===== config.mk =====
export PLATFORM = sky130hd
export DESIGN_NAME = bomb_sequencer
export DESIGN_NICKNAME = d
export VERILOG_FILES = /design/src/rtl/bomberman_pkg.sv /design/src/rtl/bomb_cell_iter.sv /design/src/rtl/bomb_sequencer.sv
export SDC_FILE = /design/constraint.sdc
export NUM_CORES = 1
export LEC_CHECK = 0
export ABC_CLOCK_PERIOD_IN_PS = 4910
export CELL_PAD_IN_SITES_DETAIL_PLACEMENT = 1
export CELL_PAD_IN_SITES_GLOBAL_PLACEMENT = 1
export CORE_MARGIN = 2
export CORE_UTILIZATION = 30
export DETAILED_ROUTE_END_ITERATION = 10
export HOLD_SLACK_MARGIN = 0.08
export PLACE_DENSITY = 0.62
export SETUP_SLACK_MARGIN = 0.15
export SLEW_MARGIN = 15
export SYNTH_ARGS = -nofsm -noshare
export SYNTH_HDL_FRONTEND = slang
export SYNTH_SLANG_ARGS = --single-unit

===== constraint.sdc =====
create_clock -name clk -period 4.91 [get_ports clk]
set_input_delay 0.491 -clock clk [delete_from_list [all_inputs] [get_ports clk]]
set_output_delay 0.491 -clock clk [all_outputs]
set_load 0.005 [all_outputs]

===== src/rtl/bomberman_pkg.sv =====
// Arena geometry, bomb FSM state encoding and tile helpers shared by the bomb logic.
// BOMB_RANGE2_EN widens the explosion cross from 5 to 9 cells.
package bomberman_pkg;

  localparam int ARENA_COLS = 33;
  localparam int ARENA_ROWS = 27;
  localparam int TILE_SHIFT = 4;

`ifdef BOMB_RANGE2_EN
  localparam int CROSS_CELLS = 9;
`else
  localparam int CROSS_CELLS = 5;
`endif

  typedef enum logic [1:0] {
    IDLE    = 2'd0,
    FUSE    = 2'd1,
    CLEAR   = 2'd2,
    EXPLODE = 2'd3
  } bomb_state_t;

  // Indestructible pillars sit on every odd column of every odd row.
  function automatic logic is_pillar(input logic [5:0] col, input logic [5:0] row);
    return col[0] & row[0];
  endfunction

  function automatic logic [9:0] tile_addr(input logic [5:0] col, input logic [5:0] row);
    return ({4'b0000, row} << 5) + {4'b0000, row} + {4'b0000, col};
  endfunction

endpackage


===== src/rtl/bomb_cell_iter.sv =====
// Resolves one cell of the explosion cross: its tile, block-map address and whether
// it may be cleared. BOMB_RANGE2_EN adds the four distance-2 cells (indices 5..8).
module bomb_cell_iter
  import bomberman_pkg::*;
(
  input  logic [5:0] ctr_col,
  input  logic [5:0] ctr_row,
  input  logic [3:0] cell_idx,
  output logic       cell_valid,
  output logic [9:0] cell_addr,
  output logic [5:0] cell_col,
  output logic [5:0] cell_row
);

  localparam logic signed [7:0] MAX_COL = 8'(ARENA_COLS - 1);
  localparam logic signed [7:0] MAX_ROW = 8'(ARENA_ROWS - 1);

  logic signed [7:0] dx;
  logic signed [7:0] dy;
  logic              in_set;
  logic              far;
  logic signed [7:0] col_s;
  logic signed [7:0] row_s;
  logic              in_range;
  logic              blocked;

  // Order: centre, up1, down1, left1, right1, up2, down2, left2, right2.
  always_comb begin
    dx     = 8'sd0;
    dy     = 8'sd0;
    in_set = 1'b1;
    far    = 1'b0;
    case (cell_idx)
      4'd0: ;
      4'd1: dy = -8'sd1;
      4'd2: dy = 8'sd1;
      4'd3: dx = -8'sd1;
      4'd4: dx = 8'sd1;
`ifdef BOMB_RANGE2_EN
      4'd5: begin dy = -8'sd2; far = 1'b1; end
      4'd6: begin dy = 8'sd2;  far = 1'b1; end
      4'd7: begin dx = -8'sd2; far = 1'b1; end
      4'd8: begin dx = 8'sd2;  far = 1'b1; end
`endif
      default: in_set = 1'b0;
    endcase
  end

  // Offsets are applied in signed arithmetic so underflow shows up as a sign bit.
  assign col_s    = $signed({2'b00, ctr_col}) + dx;
  assign row_s    = $signed({2'b00, ctr_row}) + dy;
  assign in_range = !col_s[7] && (col_s <= MAX_COL) && !row_s[7] && (row_s <= MAX_ROW);
  assign cell_col = col_s[5:0];
  assign cell_row = row_s[5:0];

`ifdef BOMB_RANGE2_EN
  logic [5:0] nb_col;
  logic [5:0] nb_row;
  // The flame stops at a pillar, so a distance-2 cell needs a clear distance-1 neighbour.
  assign nb_col  = ctr_col + 6'(dx >>> 1);
  assign nb_row  = ctr_row + 6'(dy >>> 1);
  assign blocked = far && is_pillar(nb_col, nb_row);
`else
  assign blocked = far;
`endif

  assign cell_valid = in_set && in_range && !is_pillar(cell_col, cell_row) && !blocked;
  assign cell_addr  = tile_addr(cell_col, cell_row);

endmodule


===== src/rtl/bomb_sequencer.sv =====
// Single-bomb lifecycle: place, fuse countdown, block-map clearing, explosion window.
// BOMB_RANGE2_EN extends the cross to range 2 (9 cells).
module bomb_sequencer
  import bomberman_pkg::*;
#(
  parameter int FUSE_TICKS = 180,
  parameter int EXP_TICKS  = 30
) (
  input  logic        clk,
  input  logic        rst,
  input  logic        frame_tick,
  input  logic        place_req,
  input  logic [9:0]  bm_x,
  input  logic [9:0]  bm_y,
  input  logic        blk_ack,
  output logic        bomb_active,
  output logic [9:0]  bomb_x,
  output logic [9:0]  bomb_y,
  output logic        exp_active,
  output logic        post_exp_active,
  output logic        bm_hit,
  output logic        blk_we,
  output logic [9:0]  blk_addr,
  output bomb_state_t state_dbg
);

  localparam logic [7:0] LAST_FUSE = 8'(FUSE_TICKS - 1);
  localparam logic [7:0] LAST_EXP  = 8'(EXP_TICKS - 1);
  localparam logic [3:0] LAST_IDX  = 4'(CROSS_CELLS - 1);

  bomb_state_t state_q, state_d;
  logic [7:0]  cnt_q, cnt_d;
  logic [3:0]  idx_q, idx_d;
  logic [5:0]  ctr_col_q, ctr_col_d;
  logic [5:0]  ctr_row_q, ctr_row_d;
  logic        post_q, post_d;
  logic        hit_q, hit_d;

  logic [5:0]  p_col;
  logic [5:0]  p_row;
  logic        c_valid [CROSS_CELLS];
  logic [9:0]  c_addr  [CROSS_CELLS];
  logic [5:0]  c_col   [CROSS_CELLS];
  logic [5:0]  c_row   [CROSS_CELLS];
  logic        cur_valid;
  logic [9:0]  cur_addr;
  logic        hit_any;
  logic        advance;

  // Tile under the player's centre point.
  assign p_col = 6'((bm_x + 10'd8) >> TILE_SHIFT);
  assign p_row = 6'((bm_y + 10'd8) >> TILE_SHIFT);

  // One resolver per cross cell: the clear walk selects one, the hit test ORs all.
  for (genvar g = 0; g < CROSS_CELLS; g++) begin : g_cell
    bomb_cell_iter u_cell (
      .ctr_col    (ctr_col_q),
      .ctr_row    (ctr_row_q),
      .cell_idx   (4'(g)),
      .cell_valid (c_valid[g]),
      .cell_addr  (c_addr[g]),
      .cell_col   (c_col[g]),
      .cell_row   (c_row[g])
    );
  end

  always_comb begin
    cur_valid = 1'b0;
    cur_addr  = 10'd0;
    hit_any   = 1'b0;
    for (int i = 0; i < CROSS_CELLS; i++) begin
      if (idx_q == 4'(i)) begin
        cur_valid = c_valid[i];
        cur_addr  = c_addr[i];
      end
      if (c_valid[i] && (c_col[i] == p_col) && (c_row[i] == p_row)) hit_any = 1'b1;
    end
  end

  // Block-map port: blk_we holds with a stable blk_addr until blk_ack in the same cycle.
  always_comb begin
    state_d     = state_q;
    cnt_d       = cnt_q;
    idx_d       = idx_q;
    ctr_col_d   = ctr_col_q;
    ctr_row_d   = ctr_row_q;
    post_d      = 1'b0;
    advance     = 1'b0;
    bomb_active = 1'b0;
    exp_active  = 1'b0;
    blk_we      = 1'b0;
    blk_addr    = 10'd0;
    case (state_q)
      IDLE: begin
        if (place_req) begin
          ctr_col_d = p_col;
          ctr_row_d = p_row;
          cnt_d     = 8'd0;
          state_d   = FUSE;
        end
      end
      FUSE: begin
        bomb_active = 1'b1;
        if (frame_tick) begin
          if (cnt_q == LAST_FUSE) begin
            cnt_d   = 8'd0;
            idx_d   = 4'd0;
            state_d = CLEAR;
          end else begin
            cnt_d = cnt_q + 8'd1;
          end
        end
      end
      CLEAR: begin
        exp_active = 1'b1;
        if (cur_valid) begin
          blk_we   = 1'b1;
          blk_addr = cur_addr;
          advance  = blk_ack;
        end else begin
          advance = 1'b1;
        end
        if (advance) begin
          if (idx_q == LAST_IDX) begin
            cnt_d   = 8'd0;
            state_d = EXPLODE;
          end else begin
            idx_d = idx_q + 4'd1;
          end
        end
      end
      EXPLODE: begin
        exp_active = 1'b1;
        if (frame_tick) begin
          if (cnt_q == LAST_EXP) begin
            cnt_d   = 8'd0;
            post_d  = 1'b1;
            state_d = IDLE;
          end else begin
            cnt_d = cnt_q + 8'd1;
          end
        end
      end
      default: state_d = IDLE;
    endcase
    hit_d = exp_active && hit_any;
  end

  always_ff @(posedge clk) begin
    if (!rst) begin
      state_q   <= IDLE;
      cnt_q     <= 8'd0;
      idx_q     <= 4'd0;
      ctr_col_q <= 6'd0;
      ctr_row_q <= 6'd0;
      post_q    <= 1'b0;
      hit_q     <= 1'b0;
    end else begin
      state_q   <= state_d;
      cnt_q     <= cnt_d;
      idx_q     <= idx_d;
      ctr_col_q <= ctr_col_d;
      ctr_row_q <= ctr_row_d;
      post_q    <= post_d;
      hit_q     <= hit_d;
    end
  end

  assign bomb_x          = {ctr_col_q, 4'b0000};
  assign bomb_y          = {ctr_row_q, 4'b0000};
  assign post_exp_active = post_q;
  assign bm_hit          = hit_q;
  assign state_dbg       = state_q;

endmodule


==> out/qor.yml <==
yosys:
  syn_inst: 619
  synth_top_family_by_area: "compound AO/OA/AOI/OAI gates"
  synthSimpleGateAreaFrac_pct: 21.4
  synthArstFlopShare_pct: 0
  synth.distinct_cells: 74
  ys_warn_count: 0
  synth_compound_area_share_pct: 23.9
  syn_area_um2: 4760
  seq_area_frac_synth_pct: 11.8
  synthAdderAreaFrac_pct: 19.5
  syn_area_per_cell_um2: 7.69
  ys_ff_latch: 28
  synth-edff-count: 0
  muxShareOfSynthArea_pct: 0.447
  synth-main-ff-cell: "dfxtp_1"
  synth_xor_area_share_pct: 15.6
cts:
  cts_buffers: 3
  clk_pin_slew_ns: 0.08
  clock_sinks: 28
  cts_buffer_depth: 2
  htree_levels: 1
  post_cts_resize_count: 0
  ctsHoldBuffers: 0
  clk-insertion-delay-late_ns: 0.28
  clockRootBuffer: "clkbuf_16"
  post_cts_buffers: 0
  cts_tree: "done"
sta:
  finClkSkew_ns: 0.00997
  finalCritPeriodShare_pct: 92.2
  min_period_ns: 4.53
  rsz0062_at_grt: "false"
  finalSetupViolations: 0
  worst_pin_slew_ns: 0.955
  timing.setup.tns_ns: 0
  drv_slew: 0
  max_freq_ghz: 0.221
  hold_viol: 0
  maxSlewHeadroom_pct: 36.2
layout:
  area_delta_synth_final_pct: 17.7
  final_layout_size_suffix_gt1_share_pct: 7.97
  antenna_cells: 0
  final_nets: 761
worst_setup_path:
  cpMostUsedCell: "or3_1"
  slowest_delay_ns: 0.54
  end_kind: "output port"
  arrival_ns: 4.04
  critical_path_class: "register to output port"
  required_ns: 4.42
  crit_buf_inv: 2
  slowest_stage: "clkdlybuf4s50_1"
  cp-start-kind: "register"
  critPathMaxFanout: 16
  crit_chain: "buf_6, nand3_2, or3_1, nand2_1, fa_1, ha_1, or3_1, o2111ai_1, xor2_1, a211oi_1, o21ai_0, a41oi_1, clkdlybuf4s50_1"
  critical_path.top_delay_family: "simple AND/OR/NAND/NOR gates"
power:
  pwr-share-clk_pct: 8.8
  p_sw_uw: 1510
  ir_drop_mv: 0.156
  power.total_uw: 2930
  p_seq_share_pct: 11.3
  internal_power_uw: 1410
  combPwrFrac_pct: 79.9
  cellLeakagePower_uw: 0.00221
  p_per_area_nw_per_um2: 522
  swShare_pct: 51.8
floorplanning:
  start_util_pct: 30.3
  boundaryPins: 62
  fp.dieH_um: 130
  std_cell_rows: 46
  die-area_um2: 16900
  die_w_um: 130
  core-area_um2: 15700
route:
  vias: 4711
  viasPerCell: 5.35
  ant_nets: 0
  drc: 0
  drt_iter0_markers: 154
  firstDrtPassIters: 4
  wl_mm: 16.1
  wl_per_cell_um: 18.3
job:
  cap_viol_max_count: 0
global_routing:
  antenna_found_initial: 0
  grt_pass1_wl_mm: 26.3
  grt_pass1_vias: 4915
  overflow: 0
  grt_max_degree: 23
  track_usage_pct: 19.7
placed_design:
  port_buffers: 47
  dp_hpwl_mm: 13.0
  gp_congestion: 0.912
hold_path:
  min_path_type: "register to register"
status:
  status: "complete, no violations"
registers in the layout, indices dropped and copies added (netlist names):
signal / count
idx_q: 4
ctr_col_q: 6
bm_hit: 1
state_dbg: 2
ctr_row_q: 6
cnt_q: 8
post_exp_active: 1
area by class of cell:
type,instances,area [um^2]
Timing Repair Buffer,67,628
Multi-Input combinational cell,530,3900
Fill cell,1929,10100
Clock inverter,1,30.0
Sequential cell,28,563
Inverter,36,138
Tap cell,216,270
Clock buffer,3,75.1
metal layers:
| layer | track usage, % | vias to the layer above | share of wire (%) |
|---|---|---|---|
| li1 | - | 2305 | - |
| met1 | 26.0 | 2281 | 46 |
| met2 | 33.9 | 92 | 48 |
| met3 | 1.23 | 33 | 2.8 |
| met4 | 7.40 | 0 | 3.4 |
| met5 | 0 | - | 0 |
placed cells by master, fill, tap and decap left out, drive strengths merged, types with 9 or more instances in the layout:
| cell | synthesis | layout |
|---|---|---|
| xnor2 | 42 | 42 |
| inv | 36 | 36 |
| nor3 | 17 | 17 |
| nor2 | 42 | 42 |
| o21ai | 36 | 36 |
| buf | 17 | 20 |
| clkdlybuf4s50 | 0 | 47 |
| dfxtp | 28 | 28 |
| a21oi | 53 | 53 |
| a21o | 12 | 12 |
| nand4 | 9 | 9 |
| nand3 | 33 | 33 |
| a211oi | 17 | 17 |
| xor2 | 43 | 43 |
| ha | 63 | 63 |
| or3 | 13 | 13 |
| nand2 | 32 | 32 |
metrics by stage:
step	cells	hold WS (ns)	area [um^2]	utilization [%]	worst slack [ns]
floorplan	626	0.467	4790	-	1.12
global placement	877	0.489	5470	34.8	0.584
detailed placement	877	0.502	5470	34.8	0.483
CTS	881	0.513	5580	35.5	0.175
global route	881	0.562	5600	35.7	0.178
finish	881	0.503	5600	35.7	0.384
worst paths after layout:
kind / start / slack (ns) / end / depth (start not counted)
setup / recovery: ctr_row_q[1] / 0.38 / blk_addr[8] / 13
hold / removal: cnt_q[6] / 0.50 / cnt_q[6] / 2
setup reg to reg: ctr_row_q[0] / 1.98 / cnt_q[5] / 10
hold reg to reg: cnt_q[6] / 0.50 / cnt_q[6] / 2
power groups by stage:
stage	clock, uW	sequential (uW)	combinational, uW
detailed placement	0	332	2330
CTS	264	327	2340
global placement	0	327	2250
global route	270	337	2600
finish	258	331	2340
floorplan	0	330	1610
synthesized netlist by cell type, types with 6 or more instances:
cell type	number	area, um^2
a211oi_1	17	128
a21o_1	10	75.1
a21oi_1	51	255
buf_4	11	82.6
clkbuf_1	12	45.0
dfxtp_1	28	561
fa_1	7	140
ha_1	63	788
inv_1	35	131
nand2_1	32	120
nand2b_1	7	43.8
nand3_1	33	165
nand4_1	9	56.3
nor2_1	42	158
nor2b_1	8	50.1
nor3_1	17	85.1
nor4_1	6	37.5
o21ai_0	34	170
o22ai_1	6	37.5
or3_1	13	81.3
xnor2_1	42	368
xor2_1	43	377
tightest hold or removal path: stages (launching register included):
cell and delay [ns]:
dfxtp_1 0.34, o21ai_0 0.07, a21oi_1 0.05
cell families (layout without fill, tap and decap cells):
kind of cell	after synthesis	after routing
AOI/OAI and AO/OA	169	169
xor gates and xnor gates	85	85
adders and majority gates	70	70
buffers and inverters	68	107
DFF	28	28
muxes	2	2
other	1	8
and+or+nand+nor	196	196
(Power assumes the default switching activity.)
